### config.mk
export PLATFORM = sky130hd
export DESIGN_NAME = snn_wb_host_master
export DESIGN_NICKNAME = d
export VERILOG_FILES = /design/src/rtl/snn_wb_host_master.sv
export SDC_FILE = /design/constraint.sdc
export NUM_CORES = 1
export LEC_CHECK = 0
export ABC_CLOCK_PERIOD_IN_PS = 5100
export CAP_MARGIN = 15
export CELL_PAD_IN_SITES_DETAIL_PLACEMENT = 1
export CELL_PAD_IN_SITES_GLOBAL_PLACEMENT = 1
export CORE_MARGIN = 10
export CORE_UTILIZATION = 34
export CTS_CLUSTER_SIZE = 20
export DETAILED_ROUTE_END_ITERATION = 12
export GPL_TIMING_DRIVEN = 0
export PLACE_DENSITY = 0.95
export SKIP_LAST_GASP = 1
export SYNTH_ARGS = -nofsm -noshare
export SYNTH_HDL_FRONTEND = slang
export SYNTH_SLANG_ARGS = --single-unit
### constraint.sdc
create_clock -name wb_clk_i -period 5.1 [get_ports wb_clk_i]
set_input_delay 0.765 -clock wb_clk_i [delete_from_list [all_inputs] [get_ports wb_clk_i]]
set_output_delay 0.765 -clock wb_clk_i [all_outputs]
set_load 0.005 [all_outputs]
### src/rtl/snn_wb_host_master.sv
// Host-side Wishbone classic master for the SNN accelerator slave port.
// Turns (addr, len, dir) burst commands into one single-beat bus cycle per word.
module snn_wb_host_master #(
    parameter int ADDR_STEP      = 4,
    parameter int LEN_W          = 12,
    parameter int TIMEOUT_CYCLES = 255
) (
    input  logic             wb_clk_i,
    input  logic             wb_rst_i,
    input  logic             cmd_valid,
    output logic             cmd_ready,
    input  logic             cmd_we,
    input  logic [31:0]      cmd_addr,
    input  logic [LEN_W-1:0] cmd_len,
    input  logic             wr_valid,
    output logic             wr_ready,
    input  logic [31:0]      wr_data,
    output logic             rd_valid,
    input  logic             rd_ready,
    output logic [31:0]      rd_data,
    output logic             wbm_cyc_o,
    output logic             wbm_stb_o,
    output logic             wbm_we_o,
    output logic [3:0]       wbm_sel_o,
    output logic [31:0]      wbm_adr_o,
    output logic [31:0]      wbm_dat_o,
    input  logic             wbm_ack_i,
    input  logic [31:0]      wbm_dat_i,
    output logic             busy,
    output logic             done,
    output logic             err,
    output logic [2:0]       dbg_state
);

    localparam logic [2:0] IDLE       = 3'd0;
    localparam logic [2:0] GET_WDATA  = 3'd1;
    localparam logic [2:0] BUS        = 3'd2;
    localparam logic [2:0] PUSH_RDATA = 3'd3;
    localparam logic [2:0] FINISH     = 3'd4;

    localparam int            TW    = (TIMEOUT_CYCLES < 2) ? 1 : $clog2(TIMEOUT_CYCLES + 1);
    localparam logic [TW-1:0] TLAST = TW'((TIMEOUT_CYCLES > 0) ? TIMEOUT_CYCLES - 1 : 0);
    localparam logic [31:0]   STEP  = 32'(ADDR_STEP);

    logic [2:0]       state;
    logic [31:0]      addr;
    logic [LEN_W-1:0] cnt;
    logic             we_r;
    logic             abort_r;
    logic [TW-1:0]    tcnt;
    logic             ack_hit;
    logic             tmo_hit;
    logic             last_beat;

    // All three streams (cmd, wr, rd) use strict valid/ready: a word moves on the
    // clock edge where both are high; the producer holds its payload until then.
    assign cmd_ready = (state == IDLE);
    assign wr_ready  = (state == GET_WDATA);
    assign rd_valid  = (state == PUSH_RDATA);
    assign busy      = (state != IDLE);
    assign done      = (state == FINISH);
    assign err       = (state == FINISH) && abort_r;
    assign dbg_state = state;
    assign wbm_adr_o = addr;

    // Ack is only honoured while strobing; it also beats a same-cycle timeout.
    assign ack_hit   = wbm_stb_o && wbm_ack_i;
    assign tmo_hit   = (TIMEOUT_CYCLES != 0) && wbm_stb_o && !wbm_ack_i && (tcnt == TLAST);
    assign last_beat = (cnt == LEN_W'(1));

    always_ff @(posedge wb_clk_i) begin
        if (wb_rst_i) begin
            state     <= IDLE;
            addr      <= '0;
            cnt       <= '0;
            we_r      <= 1'b0;
            abort_r   <= 1'b0;
            tcnt      <= '0;
            rd_data   <= '0;
            wbm_cyc_o <= 1'b0;
            wbm_stb_o <= 1'b0;
            wbm_we_o  <= 1'b0;
            wbm_sel_o <= 4'h0;
            wbm_dat_o <= '0;
        end else begin
            case (state)
                IDLE: begin
                    if (cmd_valid) begin
                        addr    <= cmd_addr;
                        cnt     <= cmd_len;
                        we_r    <= cmd_we;
                        abort_r <= 1'b0;
                        if (cmd_len == '0) begin
                            state <= FINISH;
                        end else if (cmd_we) begin
                            state <= GET_WDATA;
                        end else begin
                            state     <= BUS;
                            wbm_cyc_o <= 1'b1;
                            wbm_stb_o <= 1'b1;
                            wbm_sel_o <= 4'hF;
                            wbm_we_o  <= 1'b0;
                        end
                    end
                end
                GET_WDATA: begin
                    if (wr_valid) begin
                        wbm_dat_o <= wr_data;
                        state     <= BUS;
                        wbm_cyc_o <= 1'b1;
                        wbm_stb_o <= 1'b1;
                        wbm_sel_o <= 4'hF;
                        wbm_we_o  <= we_r;
                    end
                end
                BUS: begin
                    if (ack_hit) begin
                        wbm_cyc_o <= 1'b0;
                        wbm_stb_o <= 1'b0;
                        wbm_sel_o <= 4'h0;
                        wbm_we_o  <= 1'b0;
                        tcnt      <= '0;
                        if (we_r) begin
                            cnt   <= cnt - LEN_W'(1);
                            addr  <= addr + STEP;
                            state <= last_beat ? FINISH : GET_WDATA;
                        end else begin
                            rd_data <= wbm_dat_i;
                            state   <= PUSH_RDATA;
                        end
                    end else if (tmo_hit) begin
                        // Abandon the burst; unconsumed write words stay with the caller.
                        wbm_cyc_o <= 1'b0;
                        wbm_stb_o <= 1'b0;
                        wbm_sel_o <= 4'h0;
                        wbm_we_o  <= 1'b0;
                        tcnt      <= '0;
                        abort_r   <= 1'b1;
                        state     <= FINISH;
                    end else if (wbm_stb_o) begin
                        tcnt <= tcnt + TW'(1);
                    end
                end
                PUSH_RDATA: begin
                    if (rd_ready) begin
                        cnt  <= cnt - LEN_W'(1);
                        addr <= addr + STEP;
                        if (last_beat) begin
                            state <= FINISH;
                        end else begin
                            state     <= BUS;
                            wbm_cyc_o <= 1'b1;
                            wbm_stb_o <= 1'b1;
                            wbm_sel_o <= 4'hF;
                            wbm_we_o  <= 1'b0;
                        end
                    end
                end
                FINISH: begin
                    state   <= IDLE;
                    abort_r <= 1'b0;
                end
                default: state <= IDLE;
            endcase
        end
    end

endmodule

Yosys cells after proc, flatten, opt, wreduce, memory -nomap -nowiden
Index checks and enable logic that the tools add are counted.
{"block": "op_classes", "reduce_logical": 20, "n_mux": 53, "bitwise_logic": 1, "eq_ne": 17, "n_addsub": 3}
{"operator": "$mux W32", "n": 4}
{"operator": "$pmux W32 S3", "n": 1}
{"operator": "$mux W12", "n": 4}
{"operator": "$pmux W12 S3", "n": 1}
{"operator": "$add A32 B3 Y32 const B", "n": 1}
{"operator": "$mux W4", "n": 8}
{"operator": "$mux W3", "n": 9}
{"operator": "$mux W8", "n": 3}
{"operator": "$ne A2 B2 Y1 const B", "n": 9}
{"operator": "$mux W1", "n": 17}
{"operator": "$pmux W4 S4", "n": 1}
{"operator": "$eq A12 B1 Y1 const B", "n": 1}
{"operator": "$logic_not A12 Y1", "n": 1}
{"operator": "$pmux W3 S4", "n": 1}
{"operator": "$reduce_bool A3 Y1", "n": 4}
{"operator": "$sub A12 B1 Y12 const B", "n": 1}
{"operator": "$add A8 B1 Y8 const B", "n": 1}
{"operator": "$eq A8 B8 Y1 const B", "n": 1}
{"operator": "$pmux W1 S4", "n": 2}
{"operator": "$reduce_and A4 Y1", "n": 2}
{"operator": "$reduce_and A8 Y1", "n": 1}
{"operator": "$eq A3 B2 Y1 const B", "n": 2}
{"operator": "$reduce_and A2 Y1", "n": 3}
{"operator": "$reduce_and A5 Y1", "n": 1}
{"operator": "12 further kinds", "n": 15}
{"block": "word_totals", "wordCells": 105, "in_bits": 115, "regBits": 127, "output_inout_bits": 112}

Longest topological paths before layout
{"block": "logic_depth", "ltp_word": 6, "depth_mapped": 9, "mapped_depth_nobuf": 7}

Worst setup path before layout
No wires, ideal clock.
{"block": "synth_path", "kind": "input port to flip-flop", "start": "input cmd_valid", "end": "register addr[29], in the netlist wbm_adr_o[29]", "path_stages": 5, "setup_time_ps": 67, "path_slack_ps": 2921, "path_buffers": 0, "required_ps": 5033, "arrival_ps": 2112, "path_cell_list": "nor4b_4 > a311oi_4 > or4_1 > mux2_2 > o21ai_2"}
{"block": "synth_between", "elab_chain_cells": 2}
{"element": "from (decl)", "line": "10", "text": "input logic cmd_valid,"}
{"element": "$ne A2 B2 Y1 (no line)"}
{"element": "$reduce_and A5 Y1 (no line)"}
{"element": "to (signal assigned)", "line": "89", "text": "addr <= cmd_addr;"}
{"element": "to (signal assigned)", "line": "125", "text": "addr <= addr + STEP;"}
{"element": "to (signal assigned)", "line": "147", "text": "addr <= addr + STEP;"}
{"element": "to (decl)", "line": "46", "text": "logic [31:0] addr;"}
No other way between the ends.
A chain may end at the register's enable or synchronous reset.

Final worst setup path
{"block": "layout_path", "start": "register state[0], in the netlist dbg_state[0]", "end": "output wr_ready"}
{"block": "layout_between", "elab_chain_cells": 1}
{"element": "from (decl)", "line": "45", "text": "logic [2:0] state;"}
{"element": "from (signal assigned)", "line": "126", "text": "state <= last_beat ? FINISH : GET_WDATA;"}
{"element": "$eq A3 B1 Y1", "line": "58", "text": "assign wr_ready = (state == GET_WDATA);"}
{"element": "to (decl)", "line": "16", "text": "output logic wr_ready,"}
No other way between the ends.

==> impl_metrics.ini <==
[synthesis]
yosysSeqAreaShare_pct = 41.3
synth-seq-cells = 123
synthCells = 780
synth_most_common_cell = nand2_1
synth_commonest_cells = nand2_1 (185), dfxtp_1 (123), a21oi_1 (101)
syn-cell-area_mm2 = 0.00597
synth_edf_count = 0
synthArstFlopShare_pct = 0
yosysWarnings = 0
synth_top_family_by_area = simple AND/OR/NAND/NOR gates
yosys.cell_types.count = 62
synth-adder-area-share_pct = 1.05
synth_largest_area_cell = dfxtp_1
synth_compound_area_share_pct = 21.6
synthMuxAreaShare_pct = 1.72
syn_nets = 900
synthSimpleGateAreaFrac_pct = 28.1
netlist.area_leader.share_pct = 41.3
post_synth.cell_area_avg_um2 = 7.65
synth_ff_type = dfxtp_1
netlist_top_cells_area = dfxtp_1 (41%), nand2_1 (12%), a21oi_1 (8.5%), o21ai_0 (2.9%), nor2_1 (2.8%)
synth_xor_area_share_pct = 1.03

[clocking]
clkLatencyLatePin_ps = 420
cts_htree_levels = 4
clockBufferDepth = 2
cts_sinks = 123
cts_resized = 0
numCtsBuffers = 17
cts_tree = done
holdBufCountCts = 0
cts_post_setup_buffers_inserted = 0
cts_root_buffer = clkbuf_16
path_clk_slew_ps = 60

[power_and_ir_drop]
switchingPower_mw = 1.14
power.total_mw = 3.53
p_clk_share_pct = 37.7
cellPowerDensity_mw_per_mm2 = 386
leakagePower_nw = 3.15
pwr-share-comb_pct = 28.8
swShare_pct = 32.3
p_int_mw = 2.39
p_seq_share_pct = 33.5
ir_drop_mv = 0.253

[floorplanning]
die_w_um = 152
die_y_um = 152
core_mm2 = 0.0172
ioPinCount = 227
die-area_mm2 = 0.0232
start_util_pct = 34.6
placementRows = 48

[worst_setup_path]
crit_path_max_incr_delay_ps = 620
arrival_ps = 2440
cp.required_ps = 4340
reg2reg_depth = 7
worstPathCellList = clkbuf_1 > nand2b_1 > nor2_1 > clkdlybuf4s50_1
r2r_slack_ps = 2270
start_kind = flip-flop
cp_max_fo = 10
cp-end-kind = output pin
rr_startpoint = dbg_state[2]$_SDFFE_PP0P_
setup.worst_path.class = reg2out
cp_slowest_cell = clkdlybuf4s50_1
r2r_end = cnt[2]$_SDFFE_PP0P_

[outcome]
outcome = finished clean

[layout]
antenna_cells = 0
area_growth_pct = 53.3
finalInstanceArea_mm2 = 0.00915
finalNonFillerCells = 1262
fin_nets = 1144
fin_util_pct = 53.1
layout-drive-gt1-share_pct = 5.98

[timing]
fin_ws_ps = 1900
report.final.setup_viol = 0
finalCriticalPeriod_ps = 3200
rsz0062_at_grt = no
hold_violations = 0
fin_skew_ps = 7.50
holdWs_ps = 452
max_slew.worst_pin.slew_ps = 809
finalSetupTns_ps = 0
finalCritPeriodShare_pct = 62.8
worst_slew_margin_rel_pct = 46.1
slew_violations = 0
clock.fmax_ghz = 0.312

[run]
maxCapViolations = 0

[global_route]
grt_pass1_vias = 7721
antenna_found_initial = 0
grt_max_degree = 17
overflow = 0
grt_pass1_wl_mm = 43.3
grt_use_total_pct = 23.0

[detailed_routing]
drtAntennaViolNets = 0
dr.pass1.iters = 8
wl_mm = 27.9
avgViaCountPerCell = 5.67
first_iter_violations = 542
wl_per_cell_um = 22.1
num_vias = 7157
drc_errors = 0

[place]
gp_congestion = 0.924
place_worst_setup_slack_ps = 1780
hpwl_mm = 20.3
io_buffers = 225
placed_cells = 1230
postPlaceCellArea_mm2 = 0.00850

[hold_path]
hold_path.class = reg2reg
hold_depth = 2
hold_start = rd_data[24]$_SDFFE_PP0P_
min_to = rd_data[24]$_SDFFE_PP0P_
==> layout make-up <==
type                       instances  area, um2
inverter                          12       45.0
timing repair buffer             225       2250
clock inverter                    10        163
fill                            2124       8090
clock buffer                      22        484
tap                              225        282
multi-input combinational        584       3190
buffer                            61        268
sequential                       123       2460
==> cell families after synthesis <==
logic type	count (synthesis)
AOI/OAI and AO/OA	210
xor gates and xnor gates	7
adders and majority gates	5
buffers and inverters	73
DFF	123
muxes	10
and+or+nand+nor	352
==> layout by cell type (no fill, tap or decap), types with 4 or more instances in the layout <==
cell and n:
clkdlybuf4s50_1 225, nand2_1 185, dfxtp_1 123, a21oi_1 101, nor2_1 45, clkbuf_1 41, o21ai_0 35, nor3_1 22
nand3_1 18, clkbuf_16 17, a211oi_1 12, inv_1 12, nand4_1 12, nor4_1 11, buf_2 10, and2_1 8
mux2i_1 8, and3_1 7, buf_4 7, o21a_1 6, or3_1 6, a22oi_1 6, a22o_1 6, or4_1 5
o31ai_1 5, nand2b_1 5, a31oi_1 5, xor2_1 5, ha_1 5, buf_1 4, o22ai_1 4, a2bb2oi_1 4
nor3b_1 4, and4_1 4, a32o_1 4, bufinv_16 4, clkbuf_8 4
==> state kept, by name, summed over array words and instances (netlist names) <==
name       cells
abort_r        1
cnt           12
dbg_state      3
rd_data       32
tcnt           8
wbm_adr_o     32
wbm_dat_o     32
wbm_sel_o      1
wbm_we_o       1
we_r           1
==> worst max-delay path by stage <==
stage | from | end | cells after the start
floorplan | cmd_valid | wbm_adr_o[29]$_SDFFE_PP0P_ | 5
global placement | cmd_valid | cnt[6]$_SDFFE_PP0P_ | 7
detailed placement | wbm_ack_i | cnt[2]$_SDFFE_PP0P_ | 8
CTS | dbg_state[0]$_SDFFE_PP0P_ | wr_ready | 4
global route | dbg_state[0]$_SDFFE_PP0P_ | wr_ready | 4
finish | dbg_state[0]$_SDFFE_PP0P_ | wr_ready | 4
==> critical path: cells and delay by family, from the launching register on <==
| family | cells | cell delay, ps |
|---|---|---|
| buffers and inverters | 2 | 990 |
| flip-flops | 1 | 490 |
| AND/OR/NAND/NOR | 2 | 540 |
==> routing by layer <==
metal | vias to the layer above | global-route usage [%] | part of all wire (%)
li1 | 3259 | - | -
met1 | 3414 | 25.4 | 38
met2 | 382 | 40.3 | 50
met3 | 102 | 5.79 | 7.2
met4 | 0 | 11.2 | 4.4
met5 | - | 0 | 0
==> power by group through the flow <==
| stage | sequential (mW) | combinational [mW] | clock [mW] |
|---|---|---|---|
| after global routing | 1.19 | 1.09 | 1.39 |
| final | 1.18 | 1.02 | 1.33 |
| after floorplan | 1.17 | 0.499 | 0 |
| after detailed placement | 1.19 | 0.980 | 0 |
| after CTS | 1.18 | 1.00 | 1.34 |
| after global placement | 1.18 | 0.954 | 0 |
(Power assumes the default switching activity.)
